## src/rtl/uart_tx_arbiter_pkg.sv

```systemverilog
// Shared definitions for the UART transmit arbiter: state encoding,
// abort counter width and default timing constants.
package bridge_arb_pkg;

    localparam int STATE_W = 2;
    localparam logic [STATE_W-1:0] ENC_IDLE = 2'd0;
    localparam logic [STATE_W-1:0] ENC_SEND = 2'd1;
    localparam logic [STATE_W-1:0] ENC_GAP  = 2'd2;

    typedef enum logic [STATE_W-1:0] {
        IDLE = ENC_IDLE,
        SEND = ENC_SEND,
        GAP  = ENC_GAP
    } arb_state_e;

    localparam int ABORT_CNT_W = 8;

    localparam int DEFAULT_NREQ          = 3;
    localparam int DEFAULT_GAP_CYCLES    = 16;
    localparam int DEFAULT_STALL_TIMEOUT = 4800;

    function automatic logic [ABORT_CNT_W-1:0] sat_inc(input logic [ABORT_CNT_W-1:0] v);
        return (&v) ? v : v + 1'b1;
    endfunction

endpackage

```

## src/rtl/uart_tx_arbiter_if.sv

```systemverilog
// Requester/UART bundle for the arbiter; master is the arbiter side,
// slave is the requesters plus uart_tx.
interface uart_tx_arbiter_if #(
    parameter int NREQ = bridge_arb_pkg::DEFAULT_NREQ
);
    import bridge_arb_pkg::*;

    logic [8*NREQ-1:0]      req_data;
    logic [NREQ-1:0]        req_valid;
    logic [NREQ-1:0]        req_last;
    logic [NREQ-1:0]        req_urgent;
    logic [NREQ-1:0]        req_ready;
    logic [7:0]             tx_data;
    logic                   tx_valid;
    logic                   tx_ready;
    logic [NREQ-1:0]        grant;
    logic                   busy;
    logic                   abort_pulse;
    logic [ABORT_CNT_W-1:0] abort_cnt;

    modport master (
        input  req_data, req_valid, req_last, req_urgent, tx_ready,
        output req_ready, tx_data, tx_valid, grant, busy, abort_pulse, abort_cnt
    );

    modport slave (
        output req_data, req_valid, req_last, req_urgent, tx_ready,
        input  req_ready, tx_data, tx_valid, grant, busy, abort_pulse, abort_cnt
    );

endinterface

```

## src/rtl/uart_tx_arbiter_rr_pick.sv

```systemverilog
// Combinational picker: lowest-index urgent requester wins, otherwise the
// first valid requester scanning upward from ptr+1 with wraparound.
module rr_pick import bridge_arb_pkg::*; #(
    parameter int NREQ = DEFAULT_NREQ,
    parameter int IDXW = $clog2(NREQ)
) (
    input  logic [NREQ-1:0] valid,
    input  logic [NREQ-1:0] urgent,
    input  logic [IDXW-1:0] ptr,
    output logic [NREQ-1:0] winner,
    output logic [IDXW-1:0] winner_idx,
    output logic            any
);

    logic found;

    always_comb begin
        winner     = '0;
        winner_idx = '0;
        found      = 1'b0;
        any        = |valid;

        for (int i = 0; i < NREQ; i++) begin
            if (!found && valid[i] && urgent[i]) begin
                found      = 1'b1;
                winner[i]  = 1'b1;
                winner_idx = IDXW'(i);
            end
        end

        // Step k visits requester (ptr+k) mod NREQ, so ptr itself is tried last.
        for (int k = 1; k <= NREQ; k++) begin
            for (int i = 0; i < NREQ; i++) begin
                if (!found && valid[i] && (((int'(ptr) + k) % NREQ) == i)) begin
                    found      = 1'b1;
                    winner[i]  = 1'b1;
                    winner_idx = IDXW'(i);
                end
            end
        end
    end

endmodule

```

## src/rtl/uart_tx_arbiter.sv

```systemverilog
// Packet-atomic arbiter sharing one uart_tx byte channel among NREQ
// requesters, with urgent override, stall watchdog and inter-packet gap.
module uart_tx_arbiter import bridge_arb_pkg::*; #(
    parameter int NREQ          = DEFAULT_NREQ,
    parameter int GAP_CYCLES    = DEFAULT_GAP_CYCLES,
    parameter int STALL_TIMEOUT = DEFAULT_STALL_TIMEOUT
) (
    input  logic              CLK,
    input  logic              rst_n,
    uart_tx_arbiter_if.master bus
);

    localparam int IDXW   = $clog2(NREQ);
    localparam int GAPW   = (GAP_CYCLES > 1) ? $clog2(GAP_CYCLES) : 1;
    localparam int STALLW = $clog2(STALL_TIMEOUT + 1);
    localparam logic [GAPW-1:0]   GAP_LAST   = GAPW'((GAP_CYCLES > 0) ? GAP_CYCLES - 1 : 0);
    localparam logic [STALLW-1:0] STALL_LAST = STALLW'(STALL_TIMEOUT - 1);
    localparam arb_state_e        POST_PKT   = (GAP_CYCLES > 0) ? GAP : IDLE;

    arb_state_e             state_q, state_d;
    logic [NREQ-1:0]        grant_q, grant_d;
    logic [IDXW-1:0]        rr_ptr_q, rr_ptr_d;
    logic [GAPW-1:0]        gap_cnt_q, gap_cnt_d;
    logic [STALLW-1:0]      stall_cnt_q, stall_cnt_d;
    logic [ABORT_CNT_W-1:0] abort_cnt_q, abort_cnt_d;
    logic                   abort_pulse_q, abort_pulse_d;

    logic [NREQ-1:0] pick_winner;
    logic [IDXW-1:0] pick_idx;
    logic            pick_any;
    logic            urgent_win;
    logic            in_send;
    logic            g_valid;
    logic            g_last;
    logic [7:0]      g_data;
    logic            accept;
    logic            pkt_done;
    logic            stall_hit;

    rr_pick #(.NREQ(NREQ), .IDXW(IDXW)) u_pick (
        .valid      (bus.req_valid),
        .urgent     (bus.req_urgent),
        .ptr        (rr_ptr_q),
        .winner     (pick_winner),
        .winner_idx (pick_idx),
        .any        (pick_any)
    );

    // grant_q is zero outside SEND, so these selects are inert when idle.
    always_comb begin
        g_data = '0;
        for (int i = 0; i < NREQ; i++) begin
            if (grant_q[i]) g_data = bus.req_data[8*i +: 8];
        end
    end

    assign urgent_win = |(bus.req_urgent & bus.req_valid);
    assign in_send    = (state_q == SEND);
    assign g_valid    = |(bus.req_valid & grant_q);
    assign g_last     = |(bus.req_valid & bus.req_last & grant_q);
    assign accept     = in_send & g_valid & bus.tx_ready;
    assign pkt_done   = accept & g_last;
    assign stall_hit  = in_send & ~g_valid & (stall_cnt_q == STALL_LAST);

    always_ff @(posedge CLK or negedge rst_n) begin
        if (!rst_n) begin
            state_q       <= IDLE;
            grant_q       <= '0;
            rr_ptr_q      <= IDXW'(NREQ - 1);
            gap_cnt_q     <= '0;
            stall_cnt_q   <= '0;
            abort_cnt_q   <= '0;
            abort_pulse_q <= 1'b0;
        end else begin
            state_q       <= state_d;
            grant_q       <= grant_d;
            rr_ptr_q      <= rr_ptr_d;
            gap_cnt_q     <= gap_cnt_d;
            stall_cnt_q   <= stall_cnt_d;
            abort_cnt_q   <= abort_cnt_d;
            abort_pulse_q <= abort_pulse_d;
        end
    end

    always_comb begin
        state_d       = state_q;
        grant_d       = grant_q;
        rr_ptr_d      = rr_ptr_q;
        gap_cnt_d     = gap_cnt_q;
        stall_cnt_d   = stall_cnt_q;
        abort_cnt_d   = abort_cnt_q;
        abort_pulse_d = 1'b0;

        case (state_q)
            IDLE: begin
                gap_cnt_d   = '0;
                stall_cnt_d = '0;
                if (pick_any) begin
                    grant_d = pick_winner;
                    state_d = SEND;
                    if (!urgent_win) rr_ptr_d = pick_idx;
                end
            end
            SEND: begin
                if (accept)        stall_cnt_d = '0;
                else if (!g_valid) stall_cnt_d = stall_cnt_q + 1'b1;

                if (pkt_done) begin
                    grant_d = '0;
                    state_d = POST_PKT;
                end else if (stall_hit) begin
                    grant_d       = '0;
                    abort_pulse_d = 1'b1;
                    abort_cnt_d   = sat_inc(abort_cnt_q);
                    state_d       = POST_PKT;
                end
            end
            GAP: begin
                if (gap_cnt_q == GAP_LAST) begin
                    gap_cnt_d = '0;
                    state_d   = IDLE;
                end else begin
                    gap_cnt_d = gap_cnt_q + 1'b1;
                end
            end
            default: state_d = IDLE;
        endcase
    end

    always_comb begin
        bus.tx_data     = in_send ? g_data : 8'h00;
        bus.tx_valid    = in_send & g_valid;
        bus.req_ready   = in_send ? (grant_q & {NREQ{bus.tx_ready}}) : '0;
        bus.grant       = grant_q;
        bus.busy        = (state_q != IDLE);
        bus.abort_pulse = abort_pulse_q;
        bus.abort_cnt   = abort_cnt_q;
    end

endmodule

```

## src/flat_wrapper.sv

```systemverilog
// flat-port wrapper written by rule: the top's interface ports become plain ports
module uart_tx_arbiter_flat import bridge_arb_pkg::*;
#(
    parameter int NREQ          = DEFAULT_NREQ,
    parameter int GAP_CYCLES    = DEFAULT_GAP_CYCLES,
    parameter int STALL_TIMEOUT = DEFAULT_STALL_TIMEOUT
)
  (CLK, rst_n, bus_req_data, bus_req_valid, bus_req_last, bus_req_urgent, bus_tx_ready, bus_req_ready, bus_tx_data, bus_tx_valid, bus_grant, bus_busy, bus_abort_pulse, bus_abort_cnt);
  uart_tx_arbiter_if #(.NREQ(NREQ)) bus_i ();
  input  logic CLK;
  input  logic rst_n;
  input wire logic [$bits(bus_i.req_data)-1:0] bus_req_data;
  input wire logic [$bits(bus_i.req_valid)-1:0] bus_req_valid;
  input wire logic [$bits(bus_i.req_last)-1:0] bus_req_last;
  input wire logic [$bits(bus_i.req_urgent)-1:0] bus_req_urgent;
  input wire logic [$bits(bus_i.tx_ready)-1:0] bus_tx_ready;
  output wire logic [$bits(bus_i.req_ready)-1:0] bus_req_ready;
  output wire logic [$bits(bus_i.tx_data)-1:0] bus_tx_data;
  output wire logic [$bits(bus_i.tx_valid)-1:0] bus_tx_valid;
  output wire logic [$bits(bus_i.grant)-1:0] bus_grant;
  output wire logic [$bits(bus_i.busy)-1:0] bus_busy;
  output wire logic [$bits(bus_i.abort_pulse)-1:0] bus_abort_pulse;
  output wire logic [$bits(bus_i.abort_cnt)-1:0] bus_abort_cnt;
  assign bus_i.req_data = bus_req_data;
  assign bus_i.req_valid = bus_req_valid;
  assign bus_i.req_last = bus_req_last;
  assign bus_i.req_urgent = bus_req_urgent;
  assign bus_i.tx_ready = bus_tx_ready;
  assign bus_req_ready = bus_i.req_ready;
  assign bus_tx_data = bus_i.tx_data;
  assign bus_tx_valid = bus_i.tx_valid;
  assign bus_grant = bus_i.grant;
  assign bus_busy = bus_i.busy;
  assign bus_abort_pulse = bus_i.abort_pulse;
  assign bus_abort_cnt = bus_i.abort_cnt;
  uart_tx_arbiter #(.NREQ(NREQ), .GAP_CYCLES(GAP_CYCLES), .STALL_TIMEOUT(STALL_TIMEOUT)) u_core (.CLK(CLK), .rst_n(rst_n), .bus(bus_i));
endmodule
```

## config.mk

```make
export PLATFORM = sky130hd
export DESIGN_NAME = uart_tx_arbiter_flat
export DESIGN_NICKNAME = d
export VERILOG_FILES = /design/src/rtl/uart_tx_arbiter_pkg.sv /design/src/rtl/uart_tx_arbiter_if.sv /design/src/rtl/uart_tx_arbiter_rr_pick.sv /design/src/rtl/uart_tx_arbiter.sv /design/src/flat_wrapper.sv
export SDC_FILE = /design/constraint.sdc
export NUM_CORES = 1
export LEC_CHECK = 0
export CAP_MARGIN = 25
export CORE_MARGIN = 1.5
export CORE_UTILIZATION = 42
export DETAILED_ROUTE_END_ITERATION = 10
export HOLD_SLACK_MARGIN = 0.08
export PLACE_DENSITY = 0.76
export SYNTH_ARGS = -nofsm -noshare
export SYNTH_HDL_FRONTEND = slang
export SYNTH_SLANG_ARGS = --single-unit
export TNS_END_PERCENT = 20
```

## constraint.sdc

```tcl
create_clock -name CLK -period 2.2 [get_ports CLK]
set_clock_uncertainty 0.2 [all_clocks]
set_input_delay 0.22 -clock CLK [delete_from_list [all_inputs] [get_ports CLK]]
set_output_delay 0.22 -clock CLK [all_outputs]
set_load 0.05 [all_outputs]
```

==> flow_summary.toml <==
[finish]
fin_cells = 369
nNetsFinal = 357
drive_gt1_frac = 0.230
area_delta_synth_final_pct = 54.6
antenna_cells = 0
finish.utilization = 0.693
design_area_mm2 = 0.00308

[synthesis]
synth_area_leaders = "dfrtp_1 40%, nor2_1 5.8%, o21ai_0 4.8%"
seq_area_frac_synth = 0.415
synth_compound_area_frac = 0.209
synth-xor-area-share = 0.0264
syn_nets = 276
yosys_warnings = 0
synth_top_family_by_area = "simple AND/OR/NAND/NOR gates"
synth-seq-cells = 33
syn_avg_cell_area_um2 = 8.47
synth-simple-area-share = 0.253
syn-cell-area_mm2 = 0.00199
ys_types = 40
synth_edf_count = 0
syn_inst = 235
yosys.area.top_type = "dfrtp_1"
synth_mux_area_frac = 0.0321
ys.flop_type = "dfrtp_1"
synth_fa_ha_area_frac = 0.0314
synth_top_area_frac = 0.402
async_reset_ff_frac = 1.00

[setup_path]
worst-setup-path-type = "register to primary output"
cp_max_fo = 7
crit_path_start_kind = "register"
reg2reg_depth = 6
cp.required_ps = 1780
end_kind = "primary output"
crit_start = "u_core.bus.grant[1]"
cp.arrival_ps = 1750
r2r-start = "u_core.bus.abort_cnt[1]"

[routing]
first_pass_iters = 5
drc = 0
viasPerCell = 5.70
via_count = 2102
drtAntennaViolNets = 0
drt-total-wl_mm = 5.78
drt_iter0_drc = 177
avgRoutedWirePerCell_um = 15.7

[timing]
grt_setup_unrepaired = "yes"
hold_violations = 0
worst_slew_pin_slew_ps = 504
slew_viol_final = 0
worst_hold_slack_ps = 125
min_period_ps = 2170
worst_slack_ps = 28.3
setup_viol = 0
relSlewSlack = 0.663
tns_ps = 0
fmaxAchievable_ghz = 0.460
timing.final.crit_share = 0.987

[clocking]
numCtsBuffers = 5
cts_tree = "yes"
cts.sinks = 33
cts_buffer_depth = 2
clk_latency_ps = 290
root_buffer = "clkbuf_8"
clkSlewWorstSetupHoldPaths_ps = 70
htreeDepth = 2
cts_hold_buf = 0

[floorplan]
core-area_mm2 = 0.00444
die_y_um = 71.8
die-width_um = 71.8
start_util = 0.448
fp.dieArea_mm2 = 0.00516
num_rows = 24
ios = 61

[power_and_ir_drop]
power.share.sequential = 0.213
power_frac_comb = 0.652
peakVddDrop_uv = 872
clkPwrFrac = 0.136
powerDensity_mw_per_mm2 = 1230
power.total_mw = 3.78
p_leak_nw = 1.35
power.switching_fraction = 0.458
p_switching_mw = 1.73
intPower_mw = 2.05

[placed_design]
placedCellCount = 359
dpl.hpwl_mm = 4.03
pre_cts_ws_ps = -49.5
gp_congestion = 0.808
place_area_mm2 = 0.00289
port_buffers = 60

[global_route]
grt_pass1_wl_mm = 9.27
grt_pass1_vias = 1999
grt_max_degree = 34
gr-usage-all-layers = 0.230
grt_overflow = 0
antenna_found_initial = 0

[worst_hold_path]
hp-class = "primary input to asynchronous set/reset pin"

[run]
maxCapViolCount = 0

[outcome]
status = "complete, no violations"
path summary, 6_finish.rpt:
| check | to | slack (ps) |
|---|---|---|
| min in group CLK | u_core.gap_cnt_q[3] | 310 |
| hold reg to reg | u_core.gap_cnt_q[3] | 310 |
| setup reg to reg | u_core.bus.abort_cnt[1] | 100 |
| max in group asynchronous | u_core.rr_ptr_q[1] | 1340 |
| setup / recovery | bus_tx_data[5] | 30 |
| hold / removal | u_core.gap_cnt_q[3] | 120 |
worst max-delay path, stage by stage (launching register included):
cell	delay [ps]
dfrtp_2	450
buf_6	150
nor2b_1	120
buf_4	170
a22oi_2	60
nor2_2	150
a21oi_2	60
nor2_2	160
buf_12	150
cell usage after synthesis (3+ instances only):
library cell  count
dfrtp_1          32
nor2_1           31
nand2_1          25
o21ai_0          19
a21oi_1          15
nand3_1          11
and3_1            8
clkbuf_1          8
inv_1             8
a22oi_1           7
nand4_1           7
a31oi_1           6
ha_1              5
o31ai_1           5
xnor2_1           5
a22o_1            4
nor2b_1           4
mux2_2            3
mux2i_1           3
nand2b_1          3
nor3_1            3
metal layers:
metal / vias up / share of wire / GRT usage
met5: - / 0 / 0
met4: 0 / 0.015 / 0.0881
met1: 1018 / 0.44 / 0.317
met2: 61 / 0.49 / 0.355
met3: 10 / 0.050 / 0.0520
li1: 1013 / - / -
state kept, by name, summed over array words and instances, names as in the netlist:
name / cells
u_core.bus.abort_pulse: 1
u_core.gap_cnt_q: 4
u_core.bus.abort_cnt: 8
u_core.state_q: 2
u_core.rr_ptr_q: 2
u_core.stall_cnt_q: 13
u_core.bus.grant: 3
what timing repair did:
action	CTS	global route
pin swaps	0	2
hold endpoints to repair	0	0
setup endpoints to repair	2	11
setup buffers	0	2
resized for setup	1	20
kinds of logic after synthesis:
kind of cell,after synthesis
simple gates,102
compound gates,66
flops,33
buf+inv,17
xor+xnor,6
mux,6
fa+ha+maj,5
power groups by stage:
stage | sequential, mW | combinational (mW) | clock, mW
after floorplan | 0.867 | 1.25 | 0
after global placement | 0.805 | 2.30 | 0
after detailed placement | 0.808 | 2.33 | 0
after CTS | 0.798 | 2.34 | 0.518
after global routing | 0.818 | 2.64 | 0.545
final | 0.804 | 2.46 | 0.513
cells in the final DEF (no fill, tap or decap), drive strengths merged, types with 3 or more instances in the layout:
cell,Yosys,final
clkdlybuf4s50,0,45
buf,1,37
dfrtp,32,32
nor2,31,31
nand2,26,26
o21ai,20,20
a21oi,15,15
nand3,11,11
inv,8,8
and3,8,8
nand4,7,7
clkbuf,8,7
a22oi,7,7
a31oi,6,6
o31ai,5,5
xnor2,5,5
ha,5,5
nor2b,4,4
a22o,4,4
mux2i,3,3
nor3,3,3
nand2b,3,3
mux2,3,3
final cells by class:
cell class | instances | area [µm²]
Clock buffer | 7 | 96.3
Clock inverter | 1 | 5.00
Fill cell | 360 | 1370
Tap cell | 52 | 65.1
Sequential cell | 33 | 830
Multi-Input combinational cell | 185 | 1170
Timing Repair Buffer | 83 | 882
Inverter | 8 | 30.0
Power figures use the tool's default switching activity.
